[config.mk]
export PLATFORM = sky130hd
export DESIGN_NAME = sed_supervisor
export DESIGN_NICKNAME = d
export VERILOG_FILES = /design/src/rtl/sed_supervisor_pkg.sv /design/src/rtl/err_filter.sv /design/src/rtl/sed_supervisor.sv
export SDC_FILE = /design/constraint.sdc
export NUM_CORES = 1
export LEC_CHECK = 0
export BUFFER_PORTS_ARGS = -buffer_cell sky130_fd_sc_hd__buf_2
export CAP_MARGIN = 20
export CORE_MARGIN = 5
export CORE_UTILIZATION = 55
export DETAILED_ROUTE_END_ITERATION = 8
export PLACE_DENSITY = 0.78
export SETUP_SLACK_MARGIN = 0.2
export SYNTH_ARGS = -nofsm -noshare
export SYNTH_HDL_FRONTEND = slang
export SYNTH_HIERARCHICAL = 1
export SYNTH_SLANG_ARGS = --single-unit
export TNS_END_PERCENT = 20
[constraint.sdc]
create_clock -name clk_i -period 5.2 [get_ports clk_i]
set_input_delay 1.04 -clock clk_i [delete_from_list [all_inputs] [get_ports clk_i]]
set_output_delay 1.04 -clock clk_i [all_outputs]
set_load 0.02 [all_outputs]
[src/rtl/sed_supervisor_pkg.sv]
// Shared definitions for the SED supervisor: state encoding and small helpers.
package sed_supervisor_pkg;

  localparam logic [2:0] SUP_IDLE    = 3'd0;
  localparam logic [2:0] SUP_STARTUP = 3'd1;
  localparam logic [2:0] SUP_RUN     = 3'd2;
  localparam logic [2:0] SUP_REARM   = 3'd3;
  localparam logic [2:0] SUP_FAULT   = 3'd4;

  typedef enum logic [2:0] {
    StIdle    = SUP_IDLE,
    StStartup = SUP_STARTUP,
    StRun     = SUP_RUN,
    StRearm   = SUP_REARM,
    StFault   = SUP_FAULT
  } sup_state_e;

  function automatic int unsigned max_u(input int unsigned a, input int unsigned b);
    return (a > b) ? a : b;
  endfunction

endpackage

[src/rtl/err_filter.sv]
// Synchronizes an asynchronous status flag, qualifies it over FILTER_CYCLES
// consecutive high cycles and produces a rising-edge pulse of the qualified level.
module err_filter #(
  parameter int unsigned FILTER_CYCLES = 4
) (
  input  logic clk_i,
  input  logic rst_n_i,
  input  logic async_i,
  output logic level_o,
  output logic rise_o
);

  localparam int unsigned FW = $clog2(FILTER_CYCLES + 1);

  logic          sync1_q, sync2_q;
  logic [FW-1:0] cnt_q, cnt_d;
  logic          level_q;

  always_comb begin
    cnt_d = cnt_q;
    if (!sync2_q) begin
      cnt_d = '0;
    end else if (cnt_q != FW'(FILTER_CYCLES)) begin
      cnt_d = cnt_q + FW'(1);
    end
  end

  // Gating with sync2_q drops the level on the very first low synchronized cycle.
  assign level_o = sync2_q && (cnt_q == FW'(FILTER_CYCLES));
  assign rise_o  = level_o && !level_q;

  always_ff @(posedge clk_i or negedge rst_n_i) begin
    if (!rst_n_i) begin
      sync1_q <= 1'b0;
      sync2_q <= 1'b0;
      cnt_q   <= '0;
      level_q <= 1'b0;
    end else begin
      sync1_q <= async_i;
      sync2_q <= sync1_q;
      cnt_q   <= cnt_d;
      level_q <= level_o;
    end
  end

endmodule

[src/rtl/sed_supervisor.sv]
// Supervises the SED machine: startup delay, error qualification and counting,
// re-arm pulses on the detector enable, and a latched fault at the count threshold.
module sed_supervisor
  import sed_supervisor_pkg::*;
#(
  parameter int unsigned STARTUP_CYCLES = 1000,
  parameter int unsigned FILTER_CYCLES  = 4,
  parameter int unsigned REARM_CYCLES   = 256,
  parameter int unsigned THRESHOLD      = 3,
  parameter int unsigned CNT_W          = 8
) (
  input  logic             clk_i,
  input  logic             rst_n_i,
  input  logic             en_i,
  input  logic             clr_i,
  input  logic             sed_err_i,
  output logic             sed_enable_o,
  output logic             fault_o,
  output logic             event_o,
  output logic [CNT_W-1:0] err_cnt_o,
  output logic [2:0]       state_o
);

  localparam int unsigned TW = $clog2(max_u(STARTUP_CYCLES, REARM_CYCLES)) + 1;

  sup_state_e       state_q, state_d;
  logic [TW-1:0]    timer_q, timer_d;
  logic [CNT_W-1:0] cnt_q, cnt_d, cnt_inc;
  logic             event_q, event_d;
  logic             enable_q, fault_q;
  logic             err_f, err_f_rise;

  err_filter #(
    .FILTER_CYCLES(FILTER_CYCLES)
  ) u_err_filter (
    .clk_i  (clk_i),
    .rst_n_i(rst_n_i),
    .async_i(sed_err_i),
    .level_o(err_f),
    .rise_o (err_f_rise)
  );

  assign cnt_inc = (cnt_q == '1) ? cnt_q : cnt_q + CNT_W'(1);

  always_comb begin
    state_d = state_q;
    timer_d = timer_q;
    cnt_d   = cnt_q;
    event_d = 1'b0;

    unique case (state_q)
      StIdle: begin
        if (en_i) begin
          state_d = StStartup;
          timer_d = '0;
        end
      end
      StStartup: begin
        if (!en_i) begin
          state_d = StIdle;
        end else if (timer_q == TW'(STARTUP_CYCLES - 1)) begin
          state_d = StRun;
        end else begin
          timer_d = timer_q + TW'(1);
        end
      end
      StRun: begin
        if (!en_i) begin
          state_d = StIdle;
        end else if (err_f_rise && !clr_i) begin
          event_d = 1'b1;
          cnt_d   = cnt_inc;
          if (32'(cnt_inc) >= THRESHOLD) begin
            state_d = StFault;
          end else begin
            state_d = StRearm;
            timer_d = '0;
          end
        end
      end
      StRearm: begin
        if (!en_i) begin
          state_d = StIdle;
        end else if (timer_q == TW'(REARM_CYCLES - 1)) begin
          state_d = StRun;
        end else begin
          timer_d = timer_q + TW'(1);
        end
      end
      StFault: begin
        if (clr_i) begin
          state_d = StIdle;
        end
      end
      default: begin
        state_d = StIdle;
      end
    endcase

    // A clear always empties the counter; in RUN it also suppresses a coincident event.
    if (clr_i) begin
      cnt_d = '0;
    end
  end

  always_ff @(posedge clk_i or negedge rst_n_i) begin
    if (!rst_n_i) begin
      state_q  <= StIdle;
      timer_q  <= '0;
      cnt_q    <= '0;
      event_q  <= 1'b0;
      enable_q <= 1'b0;
      fault_q  <= 1'b0;
    end else begin
      state_q  <= state_d;
      timer_q  <= timer_d;
      cnt_q    <= cnt_d;
      event_q  <= event_d;
      enable_q <= (state_d == StRun);
      fault_q  <= (state_d == StFault);
    end
  end

  assign sed_enable_o = enable_q;
  assign fault_o      = fault_q;
  assign event_o      = event_q;
  assign err_cnt_o    = cnt_q;
  assign state_o      = state_q;

endmodule

==> results by group <==
Power and ir drop
  • Leakage: 0.891 nW
  • Sequential share of power: between 50 and 60%
  • Combinational Power Share: 9.0%
  • Int Power: 0.000327 W
  • Max VDD drop: between 0.0001 and 0.00015 V
  • Cell area power density: about 220 nW/um2
  • Sw Ratio: between 20% and 30%
  • Clock power frac: 32.1%
  • Tot Pwr: ~0.00044 W
  • Total net switching power: between 0.0001 and 0.00015 W

Logic synthesis
  • Syn Nets: 206
  • Yosys warns: 6
  • Cell accounting for the most synthesized area: dfrtp_1
  • Synth top area cells: dfrtp_1 (42%), nand2_1 (5.1%), o221ai_1 (4.3%)
  • Mapped Area: roughly 1800 um2
  • EDFF count, synth: 0
  • Seq/Total Area, Yosys: between 40% and 50%
  • Synth top area share: between 40% and 50%
  • Fraction of registers with async set/reset: 100%
  • Main flop type after synthesis: dfrtp_1
  • Library cells used by synthesis: 50
  • Syn_area_per_cell: between 9 and 10 um2
  • Seq cells post-synth: 31
  • Cell count after synthesis: a little under 200

Floorplanning
  • Die area: 4600 um2
  • Die span in x: roughly 68 um
  • Top-Level Pins: 19
  • Initial Utilization: a little under three fifths
  • FP Rows: 21
  • Core footprint: about 3300 um2
  • Vert. Die Dim: 67.8 um

STA
  • Worst slew pin tran: roughly 0.9 ns
  • Final Hold Vio Count: 0
  • Final period util: 55.5%
  • TNS Setup: 0 ns
  • Highest clock rate: 346 MHz
  • RSZ-0062 raised after global routing: false
  • Final Max Slew Viols: 0
  • Fin crit period: 2.89 ns
  • Slew headroom: 38.1%
  • Final setup vio count: 0
  • Clk_skew: ~0.004 ns

Run status
  • Status: completed

Clock tree
  • CTS tree: built
  • Clk pin slew, worst setup/hold paths: around 0.09 ns
  • Total CTS buffers: 5
  • Clock sink total: 31
  • Max Root-Sink Buffers: 2
  • CTS H-tree depth: 2
  • Post-CTS sizing: 0
  • Hold buffers post-CTS: 0
  • Skew-Pair Late Insertion Delay: 0.33 ns
  • Root Buffer Master: clkbuf_4
  • Post-CTS Setup Inserts: 0

Route
  • Vias: about 1500
  • 1st-iter DRT viols: about 110
  • Drt wl/cell: around 15 um
  • DR vias/cell: between 6 and 7
  • Drc violations: 0
  • TritonRoute pass-1 iters: 4
  • Antenna-violating nets left: 0
  • Drt total wl: roughly 3800 um

Critical path
  • Crit-path max FO: 12
  • WP data arrival: just over 3 ns
  • Critical setup path kind: reg2reg
  • Crit end category: flop
  • Critical Path Source Type: flop
  • Critical Path RT: around 5.4 ns

Finish
  • Post-route design area: 1980 um2
  • Commonest non-fill, non-tap cell in the layout: dfrtp_1
  • Layout Nets: 220
  • Ant diodes: 0
  • Fillers: ~300
  • Area growth syn-to-layout: 7.70%
  • Share of layout cells above drive strength 1: 18.0%
  • Most frequent cells in the layout: dfrtp_1 (31), nand2_1 (25), buf_2 (18)

Placed design
  • Placement Cell Area: around 1900 um2
  • RD Place Congestion: 0.924
  • Buffers on Ports: 18
  • HPWL after DPL: around 2700 um

GRT
  • Vias in the first global route: around 1400
  • All-Layer GR Usage: between 10% and 20%
  • First-pass GRT wire length: 6670 um
  • Initial antenna violation count: 0
  • Remaining global-route overflow: 0
  • Largest net degree at the start of global routing: 32

Run
  • Max-capacitance violation count: 0

Min path
  • Worst Hold Class: reg2reg
## synthesized netlist by cell type (2+ instances only)
master / n
nand2b_1: 3
and4_1: 2
nor3_1: 9
clkbuf_1: 3
buf_6: 2
nand4_1: 3
o31ai_1: 2
a21oi_1: 6
o21ai_0: 14
nand2_1: 25
or3_1: 5
mux2i_1: 3
and3_1: 5
o221ai_1: 9
nand3_1: 8
mux2_4: 2
o21a_1: 2
dfrtp_1: 31
inv_1: 7
a31oi_1: 2
buf_2: 4
nor2b_1: 2
o41ai_2: 3
xor2_1: 2
ha_1: 4
nor2_1: 15
## path summary, 6_finish.rpt
kind	from	end	slack (ns)	cells after the start
min in group asynchronous	rst_n_i	fault_o$_DFF_PN0_	0.73	1
setup reg to reg	u_err_filter/cnt_q[0]$_DFFE_PN0P_	timer_q[0]$_DFFE_PN0P_	2.31	10
hold reg to reg	u_err_filter/sync1_q$_DFF_PN0_	u_err_filter/sync2_q$_DFF_PN0_	0.36	0
setup / recovery	u_err_filter/cnt_q[0]$_DFFE_PN0P_	timer_q[0]$_DFFE_PN0P_	2.31	10
hold / removal	u_err_filter/sync1_q$_DFF_PN0_	u_err_filter/sync2_q$_DFF_PN0_	0.36	0
max in group asynchronous	rst_n_i	err_cnt_o[6]$_DFFE_PN0P_	4.03	1
## power groups by stage
| stage | logic (W) | clock network, W | registers [W] |
|---|---|---|---|
| after floorplan | 0.0000282 | 0 | 0.000261 |
| after global placement | 0.0000374 | 0 | 0.000261 |
| after detailed placement | 0.0000399 | 0 | 0.000262 |
| after CTS | 0.0000402 | 0.000147 | 0.000257 |
| after global routing | 0.0000465 | 0.000158 | 0.000259 |
| final | 0.0000393 | 0.000140 | 0.000257 |
## metal layers
metal  GRT usage, %  part of all wire, %  vias up
met5              0                    0        -
met3           5.82                  7.8        5
met1           27.1                   45      734
met2           28.6                   46       55
li1               -                    -      752
met4           7.69                  1.2        0
## through the flow
stage | hold WS (ns) | instances | utilization [%] | setup slack [ns]
3_3_place_gp | 0.343 | 250 | 58.5 | 2.14
6_report | 0.359 | 257 | 60.2 | 2.31
4_1_cts | 0.366 | 257 | 60.2 | 2.29
2_1_floorplan | 0.331 | 197 | - | 2.77
3_5_place_dp | 0.337 | 250 | 58.5 | 2.04
5_1_grt | 0.387 | 257 | 60.2 | 2.09
## registers in the layout, indices dropped and copies added, names as in the netlist
signal,flops
timer_q,11
sed_enable_o,1
u_err_filter/sync1_q,1
u_err_filter/cnt_q,3
u_err_filter/level_q,1
fault_o,1
state_o,3
err_cnt_o,8
event_o,1
u_err_filter/sync2_q,1
## worst max-delay path: stages (launching register included)
cell and delay, ns:
dfrtp_1 0.41, inv_1 0.07, ha_1 0.21, and3_1 0.19, and2b_1 0.17, nand2b_1 0.09
a2111oi_0 0.38, o211ai_1 0.45, o22a_4 0.41, inv_2 0.10, mux2_4 0.29
## cell type report
class / instances / area [um2] / share of cell area (%)
flip-flops and latches: 31 / 776 / 39.2
multi-input cells: 147 / 968 / 49.0
inverters: 8 / 30.0 / 1.52
repair buffers: 18 / 90.1 / 4.55
clock inverters: 1 / 5.00 / 0.253
clock buffers: 6 / 51.3 / 2.59
well taps: 46 / 57.6 / 2.91
## kinds of logic (layout without fill, tap and decap cells)
| family | after synthesis | count (layout) | share of synthesized area, % |
|---|---|---|---|
| simple gates | 87 | 87 | 24.7 |
| compound gates | 48 | 48 | 20.6 |
| flops | 31 | 31 | 42.2 |
| buf+inv | 19 | 33 | 5.04 |
| mux | 5 | 5 | 3.27 |
| fa+ha+maj | 4 | 4 | 2.72 |
| xor+xnor | 3 | 3 | 1.43 |
Note: power is estimated with default switching activity, not from simulation.
